==> config.mk <==
export PLATFORM = sky130hd
export DESIGN_NAME = pipe_hazard_ctrl
export DESIGN_NICKNAME = d
export VERILOG_FILES = /design/src/rtl/pipe_ctrl_pkg.sv /design/src/rtl/mem_wait_timer.sv /design/src/rtl/pipe_hazard_ctrl.sv
export SDC_FILE = /design/constraint.sdc
export NUM_CORES = 1
export LEC_CHECK = 0
export ABC_AREA = 0
export CORE_ASPECT_RATIO = 0.5
export CORE_MARGIN = 2
export CORE_UTILIZATION = 35
export DETAILED_ROUTE_END_ITERATION = 10
export PLACE_DENSITY_LB_ADDON = 0.25
export SLEW_MARGIN = 20
export SYNTH_ARGS = -nofsm -noshare
export SYNTH_HDL_FRONTEND = slang
export SYNTH_SLANG_ARGS = --single-unit
==> constraint.sdc <==
create_clock -name clk -period 6.5 [get_ports clk]
set_clock_uncertainty 0.1 [all_clocks]
set_input_delay 1.95 -clock clk [delete_from_list [all_inputs] [get_ports clk]]
set_output_delay 1.95 -clock clk [all_outputs]
set_load 0.03 [all_outputs]
==> src/rtl/pipe_ctrl_pkg.sv <==
// Shared types and helpers for the pipeline sequencer and the forwarding unit.
package pipe_ctrl_pkg;

    localparam int unsigned REG_AW_DEF = 5;
    localparam int unsigned CNT_W_DEF  = 32;
    localparam int unsigned TMR_W      = 16;

    typedef enum logic [1:0] {
        ST_RUN,
        ST_MEM_WAIT,
        ST_ERR
    } ctrl_state_e;

    // Address equality is passed in so the helper stays independent of REG_AW.
    function automatic logic hazard_match(input logic rd, input logic wr, input logic addr_eq);
        return rd & wr & addr_eq;
    endfunction

endpackage

==> src/rtl/mem_wait_timer.sv <==
// Counts consecutive data-memory wait cycles and latches a sticky timeout error.
module mem_wait_timer
    import pipe_ctrl_pkg::*;
#(
    parameter int unsigned MEM_TMO = 255
) (
    input  logic clk_i,
    input  logic rst_i,
    input  logic wait_i,
    output logic expire_o,
    output logic mem_err_o
);

    localparam logic [TMR_W-1:0] TMO = TMR_W'(MEM_TMO);

    logic [TMR_W-1:0] timer_q, timer_d;
    logic             err_q, err_d;

    // Timer restarts whenever the wait is broken; expiry fires on the MEM_TMO-th wait cycle.
    always_comb begin
        timer_d  = '0;
        expire_o = 1'b0;
        if (wait_i) begin
            timer_d  = timer_q + TMR_W'(1);
            expire_o = (timer_d == TMO);
        end
        err_d = err_q | expire_o;
    end

    always_ff @(posedge clk_i) begin
        if (rst_i) begin
            timer_q <= '0;
            err_q   <= 1'b0;
        end else begin
            timer_q <= timer_d;
            err_q   <= err_d;
        end
    end

    assign mem_err_o = err_q;

endmodule

==> src/rtl/pipe_hazard_ctrl.sv <==
// Pipeline stall/flush sequencer for the 5-stage core with saturating statistics.
// Build option: define FORWARD_EN when the EX/MEM/WB bypass exists (only load-use stalls).
module pipe_hazard_ctrl
    import pipe_ctrl_pkg::*;
#(
    parameter int unsigned REG_AW  = REG_AW_DEF,
    parameter int unsigned MEM_TMO = 255,
    parameter int unsigned CNT_W   = CNT_W_DEF
) (
    input  logic              clk,
    input  logic              rst,
    input  logic              id_reg1_read,
    input  logic              id_reg2_read,
    input  logic [REG_AW-1:0] id_reg1_addr,
    input  logic [REG_AW-1:0] id_reg2_addr,
    input  logic              ex_reg_write,
    input  logic [REG_AW-1:0] ex_write_addr,
    input  logic              ex_dm_read,
    input  logic              ex_branch_tkn,
    input  logic              mem_reg_write,
    input  logic [REG_AW-1:0] mem_write_addr,
    input  logic              wb_reg_write,
    input  logic [REG_AW-1:0] wb_write_addr,
    input  logic              dm_req,
    input  logic              dm_ack,
    output logic              pc_stall,
    output logic              ifid_stall,
    output logic              ifid_flush,
    output logic              idex_stall,
    output logic              idex_flush,
    output logic              exmem_stall,
    output logic [CNT_W-1:0]  stall_cnt,
    output logic [CNT_W-1:0]  flush_cnt,
    output logic              mem_err
);

    ctrl_state_e      state_q, state_d;
    logic [CNT_W-1:0] stall_cnt_q, stall_cnt_d;
    logic [CNT_W-1:0] flush_cnt_q, flush_cnt_d;
    logic             mem_wait, tmr_expire, branch_ev, raw_haz;

    logic ex_hit, mem_hit, wb_hit;
    assign ex_hit  = hazard_match(id_reg1_read, ex_reg_write,  id_reg1_addr == ex_write_addr)
                   | hazard_match(id_reg2_read, ex_reg_write,  id_reg2_addr == ex_write_addr);
    assign mem_hit = hazard_match(id_reg1_read, mem_reg_write, id_reg1_addr == mem_write_addr)
                   | hazard_match(id_reg2_read, mem_reg_write, id_reg2_addr == mem_write_addr);
    assign wb_hit  = hazard_match(id_reg1_read, wb_reg_write,  id_reg1_addr == wb_write_addr)
                   | hazard_match(id_reg2_read, wb_reg_write,  id_reg2_addr == wb_write_addr);

`ifdef FORWARD_EN
    logic unused_fwd;
    assign unused_fwd = mem_hit | wb_hit;
    assign raw_haz    = ex_dm_read & ex_hit;
`else
    logic unused_fwd;
    assign unused_fwd = ex_dm_read;
    assign raw_haz    = ex_hit | mem_hit | wb_hit;
`endif

    assign mem_wait = (state_q != ST_ERR) & dm_req & ~dm_ack;

    mem_wait_timer #(
        .MEM_TMO (MEM_TMO)
    ) u_timer (
        .clk_i     (clk),
        .rst_i     (rst),
        .wait_i    (mem_wait),
        .expire_o  (tmr_expire),
        .mem_err_o (mem_err)
    );

    always_comb begin
        state_d     = state_q;
        pc_stall    = 1'b0;
        ifid_stall  = 1'b0;
        ifid_flush  = 1'b0;
        idex_stall  = 1'b0;
        idex_flush  = 1'b0;
        exmem_stall = 1'b0;
        branch_ev   = 1'b0;
        if (state_q == ST_ERR || mem_wait) begin
            pc_stall    = 1'b1;
            ifid_stall  = 1'b1;
            idex_stall  = 1'b1;
            exmem_stall = 1'b1;
            if (state_q != ST_ERR) begin
                state_d = tmr_expire ? ST_ERR : ST_MEM_WAIT;
            end
        end else begin
            // Release cycle (or plain run): branch beats hazard, whose ID instr is flushed anyway.
            state_d = ST_RUN;
            if (ex_branch_tkn) begin
                ifid_flush = 1'b1;
                idex_flush = 1'b1;
                branch_ev  = 1'b1;
            end else if (raw_haz) begin
                pc_stall   = 1'b1;
                ifid_stall = 1'b1;
                idex_flush = 1'b1;
            end
        end
        if (rst) begin
            state_d     = ST_RUN;
            pc_stall    = 1'b0;
            ifid_stall  = 1'b0;
            ifid_flush  = 1'b0;
            idex_stall  = 1'b0;
            idex_flush  = 1'b0;
            exmem_stall = 1'b0;
            branch_ev   = 1'b0;
        end
    end

    always_comb begin
        stall_cnt_d = stall_cnt_q;
        flush_cnt_d = flush_cnt_q;
        if (pc_stall && stall_cnt_q != '1) begin
            stall_cnt_d = stall_cnt_q + CNT_W'(1);
        end
        if (branch_ev && flush_cnt_q != '1) begin
            flush_cnt_d = flush_cnt_q + CNT_W'(1);
        end
    end

    always_ff @(posedge clk) begin
        if (rst) begin
            state_q     <= ST_RUN;
            stall_cnt_q <= '0;
            flush_cnt_q <= '0;
        end else begin
            state_q     <= state_d;
            stall_cnt_q <= stall_cnt_d;
            flush_cnt_q <= flush_cnt_d;
        end
    end

    assign stall_cnt = stall_cnt_q;
    assign flush_cnt = flush_cnt_q;

endmodule

==> flow_summary.toml, run 1 <==
[clock_network]
worstSkewPairLatency_ns = 0.34
tritoncts = "built"
clockRootBuffer = "clkbuf_16"
cts.path.max_buffers = 2
cts_sinks = 83
postCtsSetupBuffers = 0
cts_buffers = 9
htree_levels = 3
holdBufCountCts = 0
post_cts_resized = 0
clk_pin_slew_ns = 0.07

[power]
power_density_mw_per_mm2 = 203.2
p_leak_nw = 2.046
peakVddDrop_mv = 0.1305

[worst_setup_path]
cp_max_fo = 3
crit_slowest_cell = "clkdlybuf4s50_1"
worstReg2RegStart = "stall_cnt[0]"
worst-setup-path-type = "in -> out"
worst_setup_path_start_kind = "input port"
reg2reg_depth = 7
cp_top_family = "buffers and inverters"
critical-path-max-stage-delay_ns = 0.69
path_cells = "clkdlybuf4s50_1 -> xor2_1 -> nor4_2 -> a221oi_1 -> nand3_1 -> and4_1 -> clkdlybuf4s50_1"
crit_arrival_ns = 4.14
required_ns = 4.45
cpMostUsedCell = "clkdlybuf4s50_1"
worst-path-buf-inv = 2
reg2reg_slack_ns = 3.75
r2r-end = "stall_cnt[31]"
end_kind = "output pin"

[global_route]
antenna_found_initial = 0
grt_max_degree = 71
grt-ovfl-total = 0
groute.usage.overall = 0.1648
grt_pass1_wl_um = 18290
grt_pass1_vias = 3738

[drt]
avgRoutedWirePerCell_um = 13.62
drc = 0
first_pass_iters = 4
wirelength_um = 10950
drt_iter0_markers = 231
viasPerCell = 4.995
num_vias = 4016
antenna_left = 0

[final_layout]
ff_latch_area_mm2 = 0.001662
antennaDiodeCount = 0
fin_nets = 669
multi_input_area_mm2 = 0.002680
area_delta_synth_final_pct = 33.23
design_area_mm2 = 0.006065
final_cells = 804
drive_above_1_share = 0.08675
fillers = 1233

[place]
dp.final_hpwl_um = 7967
placed_cells = 788
io_buffers = 105
gp_congestion = 0.8214
placed_cell_area_mm2 = 0.005683

[job]
cap_violations = 0

[floorplan]
initial_utilization = 0.3595
fp.dieH_um = 84.64
io_pins = 107
fp.dieW_um = 165.3
die_area_mm2 = 0.01399
coreArea_mm2 = 0.01266
rows = 29

[synthesis]
synth_warnings = 0
ys_seq_area_frac = 0.3650
synthesis.nets = 576
avgSynthCellArea_um2 = 8.492
synth_compound_area_frac = 0.08604
muxShareOfSynthArea = 0.03463
postSynthCellCount = 536
async_flop_share = 0
synth-simple-area-share = 0.3153
netlist-cell-type-count = 55
synth_ff_type = "dfxtp_1"
synth-edff-count = 0
synth_seq_cells = 83
synth_top_family_by_area = "simple AND/OR/NAND/NOR gates"
synth_fa_ha_area_frac = 0.01100
synth_xor_area_frac = 0.1405
synth_area_mm2 = 0.004552

[timing]
worst_slew_pin_slew_ns = 0.7491
setup_viol = 0
drv_slew = 0
hold_violations = 0
max_freq_ghz = 0.1616
rsz0062_at_grt = "false"
period_share = 0.9521
maxSlewHeadroom = 0.4960
setup_tns_ns = 0
min_period_ns = 6.188

[hold_path]
min_from = "u_timer.mem_err_o"
worstHoldPathCells = 2
min-delay-path-class = "reg -> reg"
hold_end = "u_timer.mem_err_o"

[status]
outcome = "complete, no violations"
[worst register-to-register path: stages, from the launching register on]
cell and delay (ns):
dfxtp_1 0.44, ha_1 0.20, and3_1 0.43, nand4_4 0.18, or3_1 0.58, nand2_2 0.32, nor4_1 0.12, mux2_2 0.28
[cells by family (layout without fill, tap and decap cells)]
| logic type | after synthesis | count (layout) |
|---|---|---|
| compound gates | 63 | 63 |
| xor+xnor | 73 | 73 |
| fa+ha+maj | 4 | 4 |
| buf+inv | 45 | 143 |
| flops | 83 | 83 |
| mux | 13 | 13 |
| simple gates | 255 | 255 |
[worst max-delay path by stage]
stage,cells after the start,to,start,slack [ns]
CTS,7,idex_flush,id_reg1_addr[3],0.31
floorplan,6,pc_stall,dm_ack,0.92
global placement,7,idex_flush,id_reg1_addr[3],0.35
global route,7,idex_flush,id_reg2_addr[4],0.21
finish,7,idex_flush,id_reg1_addr[3],0.31
detailed placement,7,idex_flush,id_reg1_addr[3],0.32
[flip-flops by register name, indices dropped and copies added, names as in the netlist]
register	cells
u_timer.mem_err_o	1
state_q	2
flush_cnt	32
u_timer.timer_q	16
stall_cnt	32
[area by class of cell]
cell class | instances | area share
Inverter | 19 | 0.01176
Sequential cell | 83 | 0.2740
Tap cell | 170 | 0.03507
Multi-Input combinational cell | 408 | 0.4419
Clock buffer | 10 | 0.03941
Timing Repair Buffer | 108 | 0.1754
Clock inverter | 6 | 0.02249
[layer usage]
layer,track usage,vias to the layer above,share of wire
met5,0,-,0
met4,0.05771,0,0.018
met3,0.04545,15,0.033
met2,0.2761,52,0.48
met1,0.2039,1888,0.47
li1,-,2061,-
[stage by stage]
step | setup WS [ns] | utilization | power (mW) | hold slack [ns]
CTS | 0.3085 | 0.4784 | 1.250 | 0.3529
global placement | 0.3532 | 0.4488 | 0.6064 | 0.3406
detailed placement | 0.3154 | 0.4488 | 0.6073 | 0.3402
floorplan | 0.9152 | - | 0.5673 | 0.3255
global route | 0.2134 | 0.4789 | 1.275 | 0.3740
finish | 0.3116 | 0.4789 | 1.232 | 0.3479
[report_power, final]
group	total [mW]	switching [mW]	internal (mW)
sequential	0.512	0.00173	0.510
clock	0.637	0.211	0.425
combinational	0.0835	0.0428	0.0407
total	1.23	0.256	0.976
[placed cells by master (no fill, tap or decap), drive strengths merged, types with 2 or more instances in the layout]
| master | instances |
|---|---|
| a21oi | 24 |
| o31ai | 5 |
| clkdlybuf4s50 | 102 |
| a31oi | 3 |
| nor2b | 7 |
| mux2 | 7 |
| a311oi | 2 |
| and3 | 20 |
| a22oi | 2 |
| xnor2 | 37 |
| clkbuf | 10 |
| and4 | 5 |
| or4 | 7 |
| nand3 | 32 |
| bufinv | 4 |
| xor2 | 36 |
| dfxtp | 83 |
| nor2 | 72 |
| buf | 6 |
| nand4 | 30 |
| o21ai | 17 |
| o22a | 2 |
| o211ai | 2 |
| nand2b | 4 |
| a21o | 2 |
| nor4 | 7 |
| ha | 4 |
| clkinv | 2 |
| inv | 18 |
| or3 | 15 |
| mux2i | 6 |
| nand2 | 34 |
| nor3 | 13 |
| a221oi | 2 |
| and2 | 5 |
| nand3b | 2 |
[cells in the mapped netlist (3+ instances only)]
cell type,n,share of area
nor2_1,70,0.058
nand3_2,3,0.0066
nand2_1,32,0.026
xor2_1,36,0.069
nand3_1,29,0.032
ha_1,4,0.011
nor4_1,4,0.0055
mux2_4,5,0.016
buf_2,7,0.0077
nor3_1,8,0.0088
nor4_2,3,0.0082
or4_1,6,0.0099
buf_4,4,0.0066
nand2b_1,4,0.0055
clkbuf_1,11,0.0091
buf_6,3,0.0074
dfxtp_1,83,0.37
nor3_2,3,0.0066
a21oi_1,22,0.024
xnor2_1,37,0.071
nor2b_1,6,0.0082
o31ai_1,5,0.0082
and4_1,5,0.0096
and2_1,5,0.0069
mux2i_1,6,0.013
or3_1,15,0.021
and3_1,18,0.025
inv_1,18,0.015
o21ai_0,17,0.019
nand4_1,28,0.038
Power figures use the tool's default switching activity.
==> inputs of run 2 (changes only) <==
--- a/config.mk
+++ b/config.mk
@@ -11,7 +11,6 @@
 export CORE_UTILIZATION = 35
 export DETAILED_ROUTE_END_ITERATION = 10
 export PLACE_DENSITY_LB_ADDON = 0.25
-export SLEW_MARGIN = 20
 export SYNTH_ARGS = -nofsm -noshare
 export SYNTH_HDL_FRONTEND = slang
 export SYNTH_SLANG_ARGS = --single-unit
==> run 2 against run 1 <==
Against the previous run: combinational power about the same; die area is the same; count of clock-buffer cells in the layout did not move; sequential cell count is the same; maximum frequency increased by 0.13%; via count grew 0.17%; register-to-register slack worse by 0.04 ns; utilization hardly changed; clock power about the same; critical path type unchanged; largest cell class unchanged.
==> flow_summary.toml, run 2 (synthesis gave the netlist of run 1 again) <==
[timing]
setup_viol = 0
setup_tns_ns = 0
timing.final.ws_setup_ns = 0.3197
rsz0062_at_grt = "false"
max_freq_ghz = 0.1618
maxSlewHeadroom = 0.2423
period_share = 0.9508
drv_slew = 0
worst_slew_pin_slew_ns = 1.131
hold_violations = 0
min_period_ns = 6.180

[clock_network]
worstSkewPairLatency_ns = 0.34
holdBufCountCts = 0
tritoncts = "built"
cts_buffers = 9
post_cts_resized = 0
htree_levels = 3
clk_pin_slew_ns = 0.07
clockRootBuffer = "clkbuf_16"
cts.path.max_buffers = 2
cts_sinks = 83
postCtsSetupBuffers = 0

[drt]
first_pass_iters = 4
avgRoutedWirePerCell_um = 13.65
wirelength_um = 10980
num_vias = 4023
viasPerCell = 5.004
antenna_left = 0
drc = 0
drt_iter0_markers = 223

[power]
power_mw = 1.233
netSwitchingPower_uw = 256.7
p_leak_nw = 2.046
power_density_mw_per_mm2 = 203.5
peakVddDrop_mv = 0.1310
pwr-share-comb = 0.068
seq_power_share = 0.415
sw_frac_of_total = 0.2082
power.internal_uw = 976.1
clkPwrFrac = 0.517

[place]
dp_slack_ns = 0.3154
gp_congestion = 0.8214
dp.final_hpwl_um = 7967
io_buffers = 105
placed_cells = 788

[final_layout]
layout_common_cells = "102 x clkdlybuf4s50_1, 83 x dfxtp_1, 70 x nor2_1, 37 x xnor2_1, 36 x xor2_1"
fin_nets = 669
drive_above_1_share = 0.08517
final_cells = 804
fin_util = 0.4784
final_common_cell = "clkdlybuf4s50_1"
antennaDiodeCount = 0
area_delta_synth_final_pct = 33.10

[global_route]
grt-ovfl-total = 0
groute.usage.overall = 0.1648
grt_max_degree = 71
grt_pass1_wl_um = 18290
grt_pass1_vias = 3738
antenna_found_initial = 0

[worst_setup_path]
cp_top_family = "buffers and inverters"
crit_slowest_cell = "clkdlybuf4s50_1"
crit_arrival_ns = 4.13
end_kind = "output pin"
cpMostUsedCell = "clkdlybuf4s50_1"
worst_setup_path_start_kind = "input port"
worst-setup-path-type = "in -> out"
path_cells = "clkdlybuf4s50_1 -> xor2_1 -> nor4_2 -> a221oi_1 -> nand3_1 -> and4_1 -> clkdlybuf4s50_1"
required_ns = 4.45
worst-path-buf-inv = 2
critical-path-max-stage-delay_ns = 0.69
cp_max_fo = 3

[floorplan]
fp.dieH_um = 84.64
coreArea_mm2 = 0.01266
io_pins = 107
initial_utilization = 0.3595
rows = 29
die_area_mm2 = 0.01399
fp.dieW_um = 165.3

[job]
cap_violations = 0

[hold_path]
min-delay-path-class = "reg -> reg"

[status]
outcome = "complete, no violations"
run 2: final cells by class:
class / count / area, um2
Clock buffer: 10 / 239.0
Clock inverter: 6 / 136.4
Fill cell: 1232 / 6605
Inverter: 19 / 71.32
Multi-Input combinational cell: 408 / 2674
Sequential cell: 83 / 1662
Tap cell: 170 / 212.7
Timing Repair Buffer: 108 / 1064
run 2: power groups by stage:
stage                     sequential, mW  clock [mW]  combinational [mW]
after detailed placement           0.523           0              0.0840
after CTS                          0.512       0.654              0.0843
after floorplan                    0.525           0              0.0423
after global placement             0.523           0              0.0832
after global routing               0.512       0.673              0.0902
final                              0.512       0.638              0.0833
run 2: path summary, 6_finish.rpt:
check | start | to | slack, ns | cells past startpoint
worst max-delay path | id_reg1_addr[3] | idex_flush | 0.32 | 7
worst min register to register | u_timer.mem_err_o | u_timer.mem_err_o | 0.35 | 2
worst max register to register | flush_cnt[19] | flush_cnt[4] | 3.71 | 7
worst min-delay path | u_timer.mem_err_o | u_timer.mem_err_o | 0.35 | 2
run 2: worst register-to-register path: cells and delay by family, from the launching register on:
kind | cells | cell delay [ns]
flops | 1 | 0.43
compound gates | 1 | 0.53
xor+xnor | 1 | 0.16
simple gates | 5 | 1.44
run 2: routing by layer:
| layer | vias to the layer above | GRT usage | wire length [um] |
|---|---|---|---|
| met5 | - | 0 | 0 |
| met2 | 50 | 0.2761 | 5261 |
| li1 | 2059 | - | - |
| met1 | 1899 | 0.2039 | 5147 |
| met3 | 15 | 0.04545 | 367 |
| met4 | 0 | 0.05771 | 199 |
run 2: stage by stage:
stage / hold slack, ns / instance area [um2]
final: 0.3479 / 6058
after global routing: 0.3740 / 6058
after CTS: 0.3529 / 6058
after detailed placement: 0.3402 / 5683
after global placement: 0.3406 / 5683
after floorplan: 0.3255 / 4552
==> inputs of run 3 (changes only) <==
--- a/config.mk
+++ b/config.mk
@@ -10,7 +10,7 @@
 export CORE_MARGIN = 2
 export CORE_UTILIZATION = 35
 export DETAILED_ROUTE_END_ITERATION = 10
-export PLACE_DENSITY_LB_ADDON = 0.25
+export PLACE_DENSITY = 0.64
 export SYNTH_ARGS = -nofsm -noshare
 export SYNTH_HDL_FRONTEND = slang
 export SYNTH_SLANG_ARGS = --single-unit
==> run 3 against run 2 <==
Against the previous run: sequential power about the same; wire length down 2.3%; critical endpoint unchanged; largest cell class unchanged; largest power group is now registers; combinational power increased by 0.5%; critical path type unchanged; setup slack improved by 0.019 ns; first-iteration DRC count is 11% higher; hold slack improved by 0.0079 ns; global-route usage shrank 0.21 points; via count up 0.27%.
==> flow_summary.toml, run 3 (synthesis gave the netlist of run 1 again) <==
[job]
cap_violations = 0

[floorplan]
fp.dieH_um = 84.64
rows = 29
fp.dieW_um = 165.3
die_area_mm2 = 0.01399
initial_utilization = 0.3595
io_pins = 107
coreArea_mm2 = 0.01266

[worst_setup_path]
worst_setup_path_start_kind = "input port"
required_ns = 4.45
cpMostUsedCell = "clkdlybuf4s50_1"
crit_arrival_ns = 4.11
crit_slowest_cell = "clkdlybuf4s50_1"
end_kind = "output pin"
worst-path-buf-inv = 2
critical-path-max-stage-delay_ns = 0.68
cp_max_fo = 3
path_cells = "clkdlybuf4s50_1 -> xor2_1 -> nor4_2 -> a221oi_1 -> nand3_1 -> and4_1 -> clkdlybuf4s50_1"
cp_top_family = "buffers and inverters"
worst-setup-path-type = "in -> out"

[power]
sw_frac_of_total = 0.2306
clkPwrFrac = 0.439
power.internal_uw = 817.6
p_leak_nw = 1.995
peakVddDrop_mv = 0.1258
netSwitchingPower_uw = 245.0
seq_power_share = 0.482
power_density_mw_per_mm2 = 178.3
pwr-share-comb = 0.079

[clock_network]
tritoncts = "built"
worstSkewPairLatency_ns = 0.33
htree_levels = 3
cts_sinks = 83
cts_buffers = 9
cts.path.max_buffers = 2
post_cts_resized = 0
clk_pin_slew_ns = 0.06
postCtsSetupBuffers = 0
holdBufCountCts = 0
clockRootBuffer = "clkbuf_16"

[timing]
timing.hold.ws_ns = 0.3558
setup_tns_ns = 0
period_share = 0.9479
setup_viol = 0
rsz0062_at_grt = "false"
worst_slew_pin_slew_ns = 1.198
max_freq_ghz = 0.1623
drv_slew = 0
min_period_ns = 6.161
timing.final.ws_setup_ns = 0.3389
hold_violations = 0
maxSlewHeadroom = 0.1975

[drt]
antenna_left = 0
drt_iter0_markers = 248
viasPerCell = 5.017
drc = 0
num_vias = 4034
wirelength_um = 10730
avgRoutedWirePerCell_um = 13.34
first_pass_iters = 4

[place]
gp_congestion = 0.7676
dp_slack_ns = 0.3275
dp.final_hpwl_um = 7953
io_buffers = 105

[final_layout]
antennaDiodeCount = 0
fin_nets = 670
area_delta_synth_final_pct = 30.95
final_common_cell = "clkdlybuf4s50_1"
layout_common_cells = "102 x clkdlybuf4s50_1, 83 x dfxtp_1, 70 x nor2_1, 37 x xnor2_1, 36 x xor2_1"
drive_above_1_share = 0.08360

[hold_path]
min-delay-path-class = "reg -> reg"

[global_route]
groute.usage.overall = 0.1626
grt_max_degree = 54
grt_pass1_vias = 3918
grt_pass1_wl_um = 18370
antenna_found_initial = 0
grt-ovfl-total = 0

[status]
outcome = "complete, no violations"
[run 3: cell count changes in the layout (fill, tap and decap cells not counted)]
cell,previous run,this run
buf_4,5,6
bufinv_16,4,0
clkbuf_1,0,1
clkinv_2,0,1
clkinv_4,1,0
clkinvlp_4,1,3
[run 3: area by class of cell]
class | count | area, um2
Clock inverter | 4 | 27.53
Tap cell | 170 | 212.7
Sequential cell | 83 | 1662
Clock buffer | 11 | 242.7
Multi-Input combinational cell | 408 | 2674
Timing Repair Buffer | 109 | 1071
Inverter | 19 | 71.32
Fill cell | 1211 | 6703
[run 3: metrics by stage]
stage                       util  cell area (um2)  power (mW)  std cells
after floorplan                -             4552      0.5673        536
after global placement    0.4494             5690      0.6067        789
after detailed placement  0.4494             5690      0.6076        789
after CTS                 0.4707             5961       1.083        804
after global routing      0.4707             5961       1.105        804
final                     0.4707             5961       1.063        804
[run 3: path summary, 6_finish.rpt]
path,slack [ns],start,end,cells after the start
hold / removal,0.36,u_timer.mem_err_o,u_timer.mem_err_o,2
setup reg to reg,3.66,flush_cnt[19],flush_cnt[9],7
hold reg to reg,0.36,u_timer.mem_err_o,u_timer.mem_err_o,2
setup / recovery,0.34,id_reg2_addr[4],idex_flush,7
[run 3: tightest hold or removal path, stage by stage (launching register included)]
cell and delay [ns]:
dfxtp_1 0.31, inv_1 0.06, a21oi_2 0.04
[run 3: power groups by stage]
stage | registers, mW | logic [mW] | clock network [mW]
floorplan | 0.525 | 0.0423 | 0
global placement | 0.523 | 0.0835 | 0
detailed placement | 0.523 | 0.0843 | 0
CTS | 0.512 | 0.0846 | 0.486
global route | 0.512 | 0.0906 | 0.502
finish | 0.512 | 0.0837 | 0.467
[run 3: per-layer routing]
layer / up-vias / track usage / part of all wire
li1: 2062 / - / -
met4: 0 / 0.05455 / 0.020
met1: 1898 / 0.2051 / 0.48
met2: 54 / 0.2750 / 0.47
met3: 20 / 0.03706 / 0.030
met5: - / 0 / 0
